--- src/rtl/fixed_pkg.sv ---
// Shared fixed-point definitions: default Q(INTW.RATW) format, width
// helpers and the sequential-datapath FSM encoding.
package fixed_pkg;

  localparam int INTW_DEF = 10;
  localparam int RATW_DEF = 2;

  typedef enum logic [1:0] {
    IDLE = 2'd0,
    BUSY = 2'd1,
    DONE = 2'd2
  } state_t;

  // Operand width of a Q(intw.ratw) value.
  function automatic int w_of(input int intw, input int ratw);
    return intw + ratw;
  endfunction

  // Product width after dropping the upper integer bits: Q(intw.2*ratw).
  function automatic int pw_of(input int intw, input int ratw);
    return intw + 2 * ratw;
  endfunction

  // Full, never-overflowing product width of two operands.
  function automatic int fw_of(input int intw, input int ratw);
    return 2 * (intw + ratw);
  endfunction

endpackage

--- src/rtl/fixed_sat.sv ---
// Combinational saturator: narrows an FW-bit value to PW bits, replacing
// anything that does not fit with all-ones and flagging it.
module fixed_sat #(
  parameter int FW = 24,
  parameter int PW = 14
) (
  input  logic [FW-1:0] full,
  output logic [PW-1:0] sat,
  output logic          ovf
);

  // Any set bit above PW means the value cannot be represented.
  always_comb begin
    ovf = |full[FW-1:PW];
    sat = ovf ? {PW{1'b1}} : full[PW-1:0];
  end

endmodule

--- src/rtl/fixed_mul_seq.sv ---
// Sequential radix-2 shift-add unsigned fixed-point multiplier.
// Q(INTW.RATW) x Q(INTW.RATW) -> saturated Q(INTW.2*RATW), one multiplier
// bit per cycle, fixed latency of W cycles from accept to out_valid.
//
// Handshake: a transfer happens on a rising edge where valid && ready are
// both high. in_ready is high only in IDLE, so operands are taken once per
// operation; out_valid stays high and out_data/out_ovf stay stable until
// the consumer raises out_ready. ready never depends on valid.
module fixed_mul_seq
  import fixed_pkg::*;
#(
  parameter int INTW = INTW_DEF,
  parameter int RATW = RATW_DEF
) (
  input  logic                   clk,
  input  logic                   rst,
  input  logic                   in_valid,
  output logic                   in_ready,
  input  logic [w_of(INTW,RATW)-1:0]  in_a,
  input  logic [w_of(INTW,RATW)-1:0]  in_b,
  output logic                   out_valid,
  input  logic                   out_ready,
  output logic [pw_of(INTW,RATW)-1:0] out_data,
  output logic                   out_ovf
);

  localparam int W  = w_of(INTW, RATW);
  localparam int PW = pw_of(INTW, RATW);
  localparam int FW = fw_of(INTW, RATW);
  localparam int CW = $clog2(W + 1);

  state_t        state;
  state_t        state_nxt;
  logic [FW-1:0] acc;
  logic [FW-1:0] mcand;
  logic [FW-1:0] acc_nxt;
  logic [W-1:0]  mplr;
  logic [CW-1:0] cnt;
  logic          last_iter;
  logic [PW-1:0] sat_data;
  logic          sat_ovf;

  // Accumulator value after this cycle's partial product; the final
  // iteration's value feeds the saturator directly so DONE sees it at once.
  assign acc_nxt   = mplr[0] ? (acc + mcand) : acc;
  assign last_iter = (cnt == CW'(W - 1));

  fixed_sat #(
    .FW(FW),
    .PW(PW)
  ) u_sat (
    .full(acc_nxt),
    .sat (sat_data),
    .ovf (sat_ovf)
  );

  // State register.
  always_ff @(posedge clk) begin
    if (rst) state <= IDLE;
    else     state <= state_nxt;
  end

  // Next-state: accept, iterate W times, hold until the result is taken.
  always_comb begin
    state_nxt = state;
    case (state)
      IDLE:    if (in_valid)  state_nxt = BUSY;
      BUSY:    if (last_iter) state_nxt = DONE;
      DONE:    if (out_ready) state_nxt = IDLE;
      default: state_nxt = IDLE;
    endcase
  end

  // Combinational output decode of the state.
  always_comb begin
    in_ready = (state == IDLE);
  end

  // Shift-add datapath: load on accept, one multiplier bit per BUSY cycle.
  always_ff @(posedge clk) begin
    if (rst) begin
      acc   <= '0;
      mcand <= '0;
      mplr  <= '0;
      cnt   <= '0;
    end else if (state == IDLE && in_valid) begin
      acc   <= '0;
      mcand <= {{(FW - W){1'b0}}, in_a};
      mplr  <= in_b;
      cnt   <= '0;
    end else if (state == BUSY) begin
      acc   <= acc_nxt;
      mcand <= mcand << 1;
      mplr  <= mplr >> 1;
      cnt   <= cnt + 1'b1;
    end
  end

  // Registered result: captured on the final iteration, held through DONE
  // and kept after the handshake until the next result or reset.
  always_ff @(posedge clk) begin
    if (rst) begin
      out_valid <= 1'b0;
      out_data  <= '0;
      out_ovf   <= 1'b0;
    end else begin
      out_valid <= (state_nxt == DONE);
      if (state == BUSY && last_iter) begin
        out_data <= sat_data;
        out_ovf  <= sat_ovf;
      end
    end
  end

endmodule

--- config.mk ---
export PLATFORM = sky130hd
export DESIGN_NAME = fixed_mul_seq
export DESIGN_NICKNAME = d
export VERILOG_FILES = /design/src/rtl/fixed_pkg.sv /design/src/rtl/fixed_sat.sv /design/src/rtl/fixed_mul_seq.sv
export SDC_FILE = /design/constraint.sdc
export NUM_CORES = 1
export LEC_CHECK = 0
export ABC_CLOCK_PERIOD_IN_PS = 4100
export BUFFER_PORTS_ARGS = -buffer_cell sky130_fd_sc_hd__buf_2
export CAP_MARGIN = 15
export CORE_UTILIZATION = 59
export DETAILED_ROUTE_END_ITERATION = 10
export PLACE_DENSITY_LB_ADDON = 0.1
export SYNTH_ARGS = -nofsm -noshare
export SYNTH_HDL_FRONTEND = slang
export SYNTH_SLANG_ARGS = --single-unit
export TNS_END_PERCENT = 20
--- constraint.sdc ---
create_clock -name clk -period 4.1 [get_ports clk]
set_input_delay 0 -clock clk [delete_from_list [all_inputs] [get_ports clk]]
set_output_delay 0 -clock clk [all_outputs]
set_load 0.005 [all_outputs]
==> reports/qor.yml <==
status:
  run_status: "complete, no violations"
setup_path:
  arrival_ns: 3.54
  path_class: "reg2reg"
  cp_slowest_cell: "a2111o_1"
  crit_path_start_kind: "flip-flop"
  cpPeakStageDelay_ns: 0.46
  path_cells: "ha_1 > inv_1 > fa_1 > nor2b_1 > o31a_1 > nor2b_1 > o31ai_2 > a21boi_2 > xnor2_1 > a2111o_1 > nor4b_4 > buf_4 > a211oi_1"
  crit_fanout: 15
  cp-end-kind: "flip-flop"
  required_ns: 4.30
  crit_top_cell: "nor2b_1"
cts:
  cts.sink_count: 82
  worstSkewPairLatency_ns: 0.36
  post-cts-setup-buffers: 0
  ctsHtreeMaxLevel: 3
  cts.repair.resized: 0
  root_buffer: "clkbuf_8"
  ctsLongestPathBuffers: 2
  cts_tree: "built"
  clkTransAtPathRegs_ns: 0.09
  numCtsBuffers: 9
finish:
  drive_above_1_share_pct: 12.4
  area_delta_synth_final_pct: 15.6
  fillCellCount: 621
  fin_nets: 643
  diodes: 0
global_routing:
  grt_remaining_overflow: 0
  grt_usage_pct: 30.6
  grt_pass1_wl_um: 18500
  grt_pass1_vias: 3932
  grt_max_degree: 44
  antenna_found_initial: 0
floorplanning:
  rows: 31
  die_area_um2: 7800
  core_area_um2: 7210
  start_util_pct: 60.9
  io_pins: 45
  die_y_um: 88.3
  dieWidth_um: 88.3
run:
  maxCapViolations: 0
timing:
  fmax_ghz: 0.300
  rsz0062_at_grt: "no"
  period_minus_slack_ns: 3.34
  slew_violations: 0
  finalCritPeriodShare_pct: 81.4
  tns_ns: 0
  hold_viol: 0
  slew_headroom_pct: 43.3
  setup-violations-final: 0
  worstMarginPinSlew_ns: 0.850
  fin_ws_ns: 0.764
  finClkSkew_ns: 0.00936
logic_synthesis:
  synth_area_um2: 4390
  syn-instance-count: 541
  synthArstFlopShare_pct: 0
  syn_area_per_cell_um2: 8.12
  syn-num-nets: 594
  synth_seq_cells: 82
  ys_seq_area_share_pct: 37.4
  ys.flop_type: "dfxtp_1"
  synth_cell_type_count: 56
  synth-warning-count: 0
  synth-edff-count: 0
routing:
  routed-via-count: 4150
  wl_per_cell_um: 16.1
  first_iter_violations: 269
  via_per_inst: 5.98
  drtAntennaViolNets: 0
  drt_pass1_iterations: 5
  wl_um: 11200
  drc_errors: 0
placement:
  hpwl_um: 7650
  io_buffers: 44
  place_congestion: 0.851
  place_ws_ns: 0.818
power:
  power.density_nw_per_um2: 328
  peakVddDrop_v: 0.000337
  power_leakage_uw: 0.00195
hold_path:
  min_path_type: "in2reg"
==> per-stage QoR <==
stage                     hold slack, ns  total power [µW]  instance area, µm²  std cells  utilization [%]
after floorplan                    0.139              1010                4390        541                -
after global placement             0.226              1050                4630        653             64.2
after detailed placement           0.235              1060                4630        653             64.2
after CTS                         0.0338              1670                5070        693             70.3
after global routing              0.0490              1730                5080        694             70.4
final                             0.0474              1670                5080        694             70.4
==> worst max-delay path, delay by kind of cell (launching register included) <==
family,cells,cell delay [ns]
buffers and inverters,2,0.32
adder cells (fa/ha/maj),2,0.56
AND/OR/NAND/NOR,3,0.56
flip-flops,1,0.37
XOR/XNOR,1,0.15
AO/OA/AOI/OAI,5,1.20
==> what timing repair did <==
item	CTS	global route
endpoints found under the setup margin	0	0
hold buffers	24	0
hold endpoints to repair	24	0
==> registers in the layout, summed over array words and instances (netlist names) <==
name,count
out_ovf,1
state,2
out_data,14
out_valid,1
mplr,12
cnt,4
mcand,24
acc,24
==> path summary, 6_finish.rpt <==
check                           depth (start not counted)  slack (ns)  startpoint      endpoint
worst min register to register                          2        0.46     mplr[2]       mplr[2]
worst max register to register                         13        0.76    mcand[0]  out_data[11]
worst max-delay path                                   13        0.76    mcand[0]  out_data[11]
worst min-delay path                                    4        0.05   out_ready     out_valid
==> placed cells by master, fill, tap and decap left out, types with 3 or more instances in the layout <==
cell	n
a211o_1	3
a211oi_1	33
a21o_1	3
a21oi_1	63
a22oi_1	22
and2_1	3
buf_2	44
buf_4	6
clkbuf_8	9
dfxtp_1	82
dlygate4sd3_1	24
ha_1	24
inv_1	8
inv_6	3
mux2i_1	11
nand2_1	82
nand4_1	10
nor2_1	63
nor2b_1	4
nor3_1	7
o21a_1	7
o21ai_0	13
xnor2_1	13
xor2_1	10
==> metal layers <==
layer	global-route usage, %	share of wire [%]
met1	41.0	47
met2	50.5	48
met3	6.25	4.7
met4	8.06	1.2
met5	0	0
==> final cells by class <==
| cell class | instances | area, µm² | area share, % |
|---|---|---|---|
| timing repair buffer | 74 | 505 | 9.96 |
| multi-input combinational | 414 | 2570 | 50.7 |
| clock buffer | 9 | 124 | 2.44 |
| sequential | 82 | 1640 | 32.3 |
| tap | 99 | 124 | 2.44 |
| clock inverter | 7 | 76.3 | 1.50 |
| inverter | 9 | 33.8 | 0.665 |
==> where the power goes <==
part / total [µW] / switching, µW / internal, µW
logic: 215 / 127 / 87.4
registers: 846 / 24.8 / 822
clock network: 606 / 319 / 287
total: 1670 / 471 / 1200
==> logic make-up after synthesis <==
group / after synthesis / share of synthesized area (%)
mux: 11 / 2.51
flops: 82 / 37.4
buf+inv: 45 / 4.24
compound gates: 169 / 25.3
xor+xnor: 23 / 4.59
simple gates: 186 / 18.7
fa+ha+maj: 25 / 7.29
==> cell usage after synthesis, types with 3 or more instances <==
cell	n	area (µm²)
o21ai_0	13	65.1
mux2i_1	11	110
a211o_1	3	26.3
and2_1	3	18.8
nor2b_1	5	31.3
xor2_1	10	87.6
clkbuf_1	29	109
o21a_1	7	52.6
a22oi_1	22	165
nand4_1	10	62.6
inv_1	8	30.0
nand2_1	82	308
xnor2_1	13	114
nor2_1	63	236
a21oi_1	63	315
nor3_1	7	35.0
dfxtp_1	82	1640
buf_1	3	11.3
a21o_1	3	22.5
ha_1	24	300
a211oi_1	33	248
Note: power is estimated with default switching activity, not from simulation.
